<file path="src/rtl/fetch_pkg.sv">
// Shared definitions for the instruction fetch stage: state encoding and
// default geometry of the program memory.
package fetch_pkg;

  typedef enum logic [1:0] {
    ST_IDLE = 2'd0,
    ST_RUN  = 2'd1,
    ST_HALT = 2'd2
  } fetch_state_e;

  localparam int DEF_ADDR_W    = 8;
  localparam int DEF_INSTR_W   = 15;
  localparam int DEF_MEM_DEPTH = 15;
  localparam int DEF_RESET_PC  = 0;

endpackage

</file>
<file path="src/rtl/fetch_unit_if.sv">
// Bundle of the fetch stage's memory, decode and control signals.
// Handshake: decode consumes instr when instr_valid && instr_ready on a rising
// edge; while instr_valid && !instr_ready, instr and instr_pc are held stable.
interface fetch_unit_if
  import fetch_pkg::*;
#(
  parameter int ADDR_W  = DEF_ADDR_W,
  parameter int INSTR_W = DEF_INSTR_W
);
  logic [ADDR_W-1:0]  imem_addr;
  logic [INSTR_W-1:0] imem_data;
  logic [INSTR_W-1:0] instr;
  logic [ADDR_W-1:0]  instr_pc;
  logic               instr_valid;
  logic               instr_ready;
  logic               jump_en;
  logic [ADDR_W-1:0]  jump_addr;
  logic               halt;
  logic               halted;

  modport master (
    output imem_addr, instr, instr_pc, instr_valid, halted,
    input  imem_data, instr_ready, jump_en, jump_addr, halt
  );

  modport slave (
    input  imem_addr, instr, instr_pc, instr_valid, halted,
    output imem_data, instr_ready, jump_en, jump_addr, halt
  );
endinterface

</file>
<file path="src/rtl/program_counter.sv">
// Program counter register with wrap at the end of program memory and
// clamping of out-of-range jump targets. Load has priority over advance.
module program_counter
  import fetch_pkg::*;
#(
  parameter int ADDR_W    = DEF_ADDR_W,
  parameter int MEM_DEPTH = DEF_MEM_DEPTH,
  parameter int RESET_PC  = DEF_RESET_PC
) (
  input  logic              clk,
  input  logic              rst_n,
  input  logic              i_load,
  input  logic [ADDR_W-1:0] i_load_addr,
  input  logic              i_advance,
  output logic [ADDR_W-1:0] o_pc
);

  localparam logic [ADDR_W-1:0] LAST_ADDR = ADDR_W'(MEM_DEPTH - 1);
  localparam logic [ADDR_W-1:0] DEPTH_A   = ADDR_W'(MEM_DEPTH);

  logic [ADDR_W-1:0] r_pc;
  logic [ADDR_W-1:0] w_pc_next;
  logic [ADDR_W-1:0] w_target;

  assign w_pc_next = (r_pc == LAST_ADDR) ? '0 : r_pc + 1'b1;
  assign w_target  = (i_load_addr >= DEPTH_A) ? '0 : i_load_addr;

  always_ff @(posedge clk or negedge rst_n) begin
    if (!rst_n) begin
      r_pc <= ADDR_W'(RESET_PC);
    end else if (i_load) begin
      r_pc <= w_target;
    end else if (i_advance) begin
      r_pc <= w_pc_next;
    end
  end

  assign o_pc = r_pc;

endmodule

</file>
<file path="src/rtl/fetch_unit.sv">
// Instruction fetch stage: owns the PC, reads instruction memory
// combinationally and presents one registered instruction to decode.
module fetch_unit
  import fetch_pkg::*;
#(
  parameter int ADDR_W    = DEF_ADDR_W,
  parameter int INSTR_W   = DEF_INSTR_W,
  parameter int MEM_DEPTH = DEF_MEM_DEPTH,
  parameter int RESET_PC  = DEF_RESET_PC
) (
  input  logic         clk,
  input  logic         rst_n,
  fetch_unit_if.master bus,
  output fetch_state_e o_state
);

  fetch_state_e       r_state;
  fetch_state_e       w_state_next;
  logic [INSTR_W-1:0] r_instr;
  logic [ADDR_W-1:0]  r_instr_pc;
  logic               r_valid;
  logic [ADDR_W-1:0]  w_pc;
  logic               w_slot_free;
  logic               w_capture;
  logic               w_clear;
  logic               w_pc_load;
  logic               w_pc_adv;

  program_counter #(
    .ADDR_W   (ADDR_W),
    .MEM_DEPTH(MEM_DEPTH),
    .RESET_PC (RESET_PC)
  ) u_pc (
    .clk        (clk),
    .rst_n      (rst_n),
    .i_load     (w_pc_load),
    .i_load_addr(bus.jump_addr),
    .i_advance  (w_pc_adv),
    .o_pc       (w_pc)
  );

  assign w_slot_free = !r_valid || bus.instr_ready;

  always_ff @(posedge clk or negedge rst_n) begin
    if (!rst_n) begin
      r_state <= ST_IDLE;
    end else begin
      r_state <= w_state_next;
    end
  end

  // Halt outranks jump; a pending instruction drains while halting.
  always_comb begin
    w_state_next = r_state;
    w_capture    = 1'b0;
    w_clear      = 1'b0;
    w_pc_load    = 1'b0;
    w_pc_adv     = 1'b0;
    unique case (r_state)
      ST_IDLE: w_state_next = ST_RUN;
      ST_RUN: begin
        if (bus.halt) begin
          w_state_next = ST_HALT;
          w_clear      = r_valid && bus.instr_ready;
        end else if (bus.jump_en) begin
          w_pc_load = 1'b1;
          w_clear   = 1'b1;
        end else if (w_slot_free) begin
          w_capture = 1'b1;
          w_pc_adv  = 1'b1;
        end
      end
      ST_HALT: begin
        if (bus.jump_en && !bus.halt) begin
          w_state_next = ST_RUN;
          w_pc_load    = 1'b1;
          w_clear      = 1'b1;
        end else if (bus.instr_ready) begin
          w_clear = 1'b1;
        end
      end
      default: w_state_next = ST_IDLE;
    endcase
  end

  always_ff @(posedge clk or negedge rst_n) begin
    if (!rst_n) begin
      r_instr    <= '0;
      r_instr_pc <= '0;
      r_valid    <= 1'b0;
    end else if (w_clear) begin
      r_valid <= 1'b0;
    end else if (w_capture) begin
      r_instr    <= bus.imem_data;
      r_instr_pc <= w_pc;
      r_valid    <= 1'b1;
    end
  end

  assign bus.imem_addr   = w_pc;
  assign bus.instr       = r_instr;
  assign bus.instr_pc    = r_instr_pc;
  assign bus.instr_valid = r_valid;
  assign bus.halted      = (r_state == ST_HALT);
  assign o_state         = r_state;

endmodule

</file>
<file path="src/flat_wrapper.sv">
// flat-port wrapper written by rule: the top's interface ports become plain ports
module fetch_unit_flat import fetch_pkg::*;
#(
  parameter int ADDR_W    = DEF_ADDR_W,
  parameter int INSTR_W   = DEF_INSTR_W,
  parameter int MEM_DEPTH = DEF_MEM_DEPTH,
  parameter int RESET_PC  = DEF_RESET_PC
)
  (clk, rst_n, o_state, bus_imem_addr, bus_instr, bus_instr_pc, bus_instr_valid, bus_halted, bus_imem_data, bus_instr_ready, bus_jump_en, bus_jump_addr, bus_halt);
  fetch_unit_if #(.ADDR_W(ADDR_W), .INSTR_W(INSTR_W)) bus_i ();
  input  logic clk;
  input  logic rst_n;
  output fetch_state_e o_state;
  output wire logic [$bits(bus_i.imem_addr)-1:0] bus_imem_addr;
  output wire logic [$bits(bus_i.instr)-1:0] bus_instr;
  output wire logic [$bits(bus_i.instr_pc)-1:0] bus_instr_pc;
  output wire logic [$bits(bus_i.instr_valid)-1:0] bus_instr_valid;
  output wire logic [$bits(bus_i.halted)-1:0] bus_halted;
  input wire logic [$bits(bus_i.imem_data)-1:0] bus_imem_data;
  input wire logic [$bits(bus_i.instr_ready)-1:0] bus_instr_ready;
  input wire logic [$bits(bus_i.jump_en)-1:0] bus_jump_en;
  input wire logic [$bits(bus_i.jump_addr)-1:0] bus_jump_addr;
  input wire logic [$bits(bus_i.halt)-1:0] bus_halt;
  assign bus_imem_addr = bus_i.imem_addr;
  assign bus_instr = bus_i.instr;
  assign bus_instr_pc = bus_i.instr_pc;
  assign bus_instr_valid = bus_i.instr_valid;
  assign bus_halted = bus_i.halted;
  assign bus_i.imem_data = bus_imem_data;
  assign bus_i.instr_ready = bus_instr_ready;
  assign bus_i.jump_en = bus_jump_en;
  assign bus_i.jump_addr = bus_jump_addr;
  assign bus_i.halt = bus_halt;
  fetch_unit #(.ADDR_W(ADDR_W), .INSTR_W(INSTR_W), .MEM_DEPTH(MEM_DEPTH), .RESET_PC(RESET_PC)) u_core (.clk(clk), .rst_n(rst_n), .bus(bus_i), .o_state(o_state));
endmodule
</file>
<file path="config.mk">
export PLATFORM = sky130hd
export DESIGN_NAME = fetch_unit_flat
export DESIGN_NICKNAME = d
export VERILOG_FILES = /design/src/rtl/fetch_pkg.sv /design/src/rtl/fetch_unit_if.sv /design/src/rtl/program_counter.sv /design/src/rtl/fetch_unit.sv /design/src/flat_wrapper.sv
export SDC_FILE = /design/constraint.sdc
export NUM_CORES = 1
export LEC_CHECK = 0
export ABC_AREA = 1
export CORE_ASPECT_RATIO = 2
export CORE_MARGIN = 4
export CORE_UTILIZATION = 55
export DETAILED_ROUTE_END_ITERATION = 10
export DONT_BUFFER_PORTS = 1
export GPL_TIMING_DRIVEN = 0
export MAX_ROUTING_LAYER = met4
export PLACE_DENSITY_LB_ADDON = 0.12
export SETUP_SLACK_MARGIN = 0.05
export SYNTH_ARGS = -nofsm -noshare
export SYNTH_HDL_FRONTEND = slang
export SYNTH_SLANG_ARGS = --single-unit
</file>
<file path="constraint.sdc">
create_clock -name clk -period 1.3 [get_ports clk]
set_input_delay 0 -clock clk [delete_from_list [all_inputs] [get_ports clk]]
set_output_delay 0 -clock clk [all_outputs]
set_load 0.005 [all_outputs]
</file>
==> impl_metrics.env <==
export IMPL_dpl_hpwl_um=3060
export IMPL_grt_max_degree=35
export IMPL_synth_cell_types=20
export IMPL_grt_pass1_vias=1676
export IMPL_drc=0
export IMPL_hold_path_cell_count=5
export IMPL_die_width_um=48.4
export IMPL_crit_path_end_kind="register"
export IMPL_root_buffer="clkbuf_8"
export IMPL_whs_endpoint="u_core.o_state[0]"
export IMPL_numCtsBuffers=5
export IMPL_cts_tree="done"
export IMPL_drt_iter0_drc=73
export IMPL_r2r_start="u_core.o_state[0]"
export IMPL_grt_total_usage_pct=23.5
export IMPL_grt_first_pass_wirelength_um=7630
export IMPL_critPathRequiredTime_ns=1.52
export IMPL_drive_gt1_share_pct=27.5
export IMPL_setup_violations=32
export IMPL_final_util_pct=77.0
export IMPL_slowest_delay_ns=0.45
export IMPL_p_clk_share_pct=15.3
export IMPL_overflow=0
export IMPL_ir_drop_uv=1420
export IMPL_sw_frac_of_total_pct=41.8
export IMPL_ys_ff_latch=34
export IMPL_routed_wl_um=4870
export IMPL_syn_area_um2=1800
export IMPL_timing_final_crit_share_pct=119
export IMPL_crit_top_cell="nand2_2"
export IMPL_synth_top_family_by_area="simple AND/OR/NAND/NOR gates"
export IMPL_antenna_found_initial=0
export IMPL_violations="negative setup slack"
export IMPL_p_comb_share_pct=42.7
export IMPL_synth_compound_area_share_pct=2.86
export IMPL_worst_slack_ns=-0.247
export IMPL_fillers=214
export IMPL_via_per_inst=5.62
export IMPL_yosys_warnings=0
export IMPL_syn_nets=265
export IMPL_regToRegEndpoint="u_core.bus.instr[13]"
export IMPL_synth_cells=231
export IMPL_crit_path_start_kind="register"
export IMPL_p_seq_share_pct=42.1
export IMPL_drv_cap=0
export IMPL_criticalPathCategory="reg2reg"
export IMPL_synthAdderAreaFrac_pct=4.18
export IMPL_arrival_ns=1.76
export IMPL_slowest_stage="dfrtp_2"
export IMPL_rows=29
export IMPL_first_pass_iters=4
export IMPL_wl_per_cell_um=16.5
export IMPL_cp_top_family="flip-flops"
export IMPL_hp_class="in2reg"
export IMPL_n_antenna_cell=0
export IMPL_cts_max_level=2
export IMPL_ff2ff_path_depth=8
export IMPL_area_delta_synth_final_pct=35.2
export IMPL_pin_count=63
export IMPL_final_hold_viol_count=0
export IMPL_fin_crit_ns=1.55
export IMPL_die_area_um2=4300
export IMPL_die_h_um=88.8
export IMPL_core_area_um2=3160
export IMPL_fin_setup_tns_ns=-6.68
export IMPL_clkSinkCount=34
export IMPL_synthXorXnorAreaFrac_pct=0
export IMPL_max_freq_ghz=0.647
export IMPL_p_sw_mw=1.93
export IMPL_power_density_nw_per_um2=1900
export IMPL_hp_start="bus_halt"
export IMPL_tightestPinTransition_ns=0.315
export IMPL_clkTransAtPathRegs_ns=0.06
export IMPL_crit_path_max_fanout=5
export IMPL_synth_mux_area_share_pct=0
export IMPL_clock_path_buffers=2
export IMPL_vias=1664
export IMPL_ant_nets=0
export IMPL_p_int_mw=2.69
export IMPL_syn_area_per_cell_um2=7.78
export IMPL_rsz0062_at_grt="true"
export IMPL_globalplace_congestion=0.866
export IMPL_io_buffers=0
export IMPL_critPathBufInv=2
export IMPL_start_util_pct=56.9
export IMPL_worstSkewPairLatency_ns=0.28
export IMPL_p_leak_nw=1.24
export IMPL_clock_skew_ns=0.00253
export IMPL_report_final_slew_viol_count=0
export IMPL_worstPathCellList="inv_4 > ha_4 > a21boi_4 > nand2_4 > nand2_8 > buf_8 > nand2_2 > nand2_2"
export IMPL_relSlewSlack_pct=79.0
export IMPL_r2r_slack_ns=-0.25
export IMPL_synth_simple_gate_area_share_pct=37.8
export IMPL_synth_seq_area_share_pct=47.4
export IMPL_status="complete, but fails checks"
export IMPL_fin_nets=299
[worst min-delay path: stages]
cell,delay (ns)
inv_2,0.04
nand2_2,0.08
o21ai_4,0.07
nand2_1,0.05
o21ai_1,0.05
[synth_stat cells, drive strengths merged]
| master | n | area share (%) |
|---|---|---|
| a21boi | 1 | 0.63 |
| inv | 19 | 4.0 |
| nand3 | 33 | 9.2 |
| o21bai | 2 | 0.84 |
| nor2 | 17 | 4.5 |
| o21ai | 4 | 1.1 |
| dfrtp | 34 | 47 |
| nand2 | 99 | 22 |
| ha | 6 | 4.2 |
| buf | 8 | 3.8 |
| nand4 | 7 | 2.4 |
| a21oi | 1 | 0.28 |
[sequential cells by signal, indices dropped and copies added, names as in the netlist]
register	flops
u_core.bus.instr	15
u_core.bus.instr_pc	8
u_core.u_pc.o_pc	8
u_core.o_state	2
u_core.bus.instr_valid	1
[kinds of logic (layout without fill, tap and decap cells)]
| kind of cell | Yosys count | count (layout) |
|---|---|---|
| AO/OA/AOI/OAI | 8 | 8 |
| adder cells (fa/ha/maj) | 6 | 6 |
| flip-flops | 34 | 34 |
| AND/OR/NAND/NOR | 156 | 156 |
| buffers and inverters | 27 | 61 |
[layer usage]
metal | wire length (µm) | part of all wire, % | global-route usage, %
met1 | 1590 | 33 | 20.2
met2 | 2890 | 59 | 46.0
met3 | 289 | 5.9 | 5.56
met4 | 104 | 2.1 | 10.6
met5 | 0 | 0 | -
[placed cells by master, fill, tap and decap left out, drive strengths merged]
| cell | count |
|---|---|
| a21boi | 1 |
| a21oi | 1 |
| buf | 15 |
| clkbuf | 5 |
| clkinv | 2 |
| dfrtp | 34 |
| dlygate4sd3 | 20 |
| ha | 6 |
| inv | 19 |
| nand2 | 99 |
| nand3 | 33 |
| nand4 | 7 |
| nor2 | 17 |
| o21ai | 4 |
| o21bai | 2 |
[worst max path at each step]
stage | start | to | slack [ns] | cells past startpoint
after detailed placement | u_core.o_state[1] | u_core.u_pc.o_pc[3] | -0.25 | 8
after floorplan | u_core.o_state[0] | u_core.u_pc.o_pc[0] | -0.08 | 9
after global routing | u_core.o_state[0] | u_core.u_pc.o_pc[2] | -0.29 | 9
after global placement | u_core.o_state[1] | u_core.u_pc.o_pc[3] | -0.23 | 8
final | u_core.o_state[0] | u_core.bus.instr[13] | -0.25 | 8
after CTS | u_core.o_state[0] | u_core.u_pc.o_pc[2] | -0.23 | 8
[repair_timing]
action,4_1_cts,5_1_grt
setup buffers,3,0
hold buffers,21,0
gates cloned,3,0
gates resized for setup,25,36
endpoints found under the setup margin,34,34
hold endpoints to repair,53,0
pin swaps,3,14
[cell type report]
class / instances / area [µm²] / area share [%]
plain buffers: 8 / 95.1 / 3.91
inverters: 19 / 81.3 / 3.35
clock buffers: 5 / 68.8 / 2.83
repair buffers: 27 / 284 / 11.7
flip-flops and latches: 34 / 853 / 35.1
clock inverters: 2 / 10.0 / 0.412
well taps: 31 / 38.8 / 1.60
multi-input cells: 170 / 998 / 41.1
[metrics by stage]
step | power, mW | std cells | worst slack, ns | hold WS (ns) | instance area (µm²)
after floorplan | 2.97 | 231 | -0.0754 | -0.296 | 1840
after global placement | 3.25 | 262 | -0.231 | -0.295 | 1880
after detailed placement | 3.33 | 262 | -0.254 | -0.295 | 1880
after CTS | 4.36 | 296 | -0.226 | 0.0364 | 2310
after global routing | 4.98 | 296 | -0.289 | 0.0991 | 2430
final | 4.63 | 296 | -0.247 | 0.0475 | 2430
[power groups by stage]
stage | Combinational, mW | Clock (mW) | Sequential [mW]
2_1_floorplan | 1.19 | 0 | 1.78
6_report | 1.98 | 0.706 | 1.95
4_1_cts | 1.74 | 0.733 | 1.89
3_5_place_dp | 1.43 | 0 | 1.90
5_1_grt | 2.19 | 0.793 | 1.99
3_3_place_gp | 1.37 | 0 | 1.88
No activity file was read; power rests on OpenSTA's default activity.
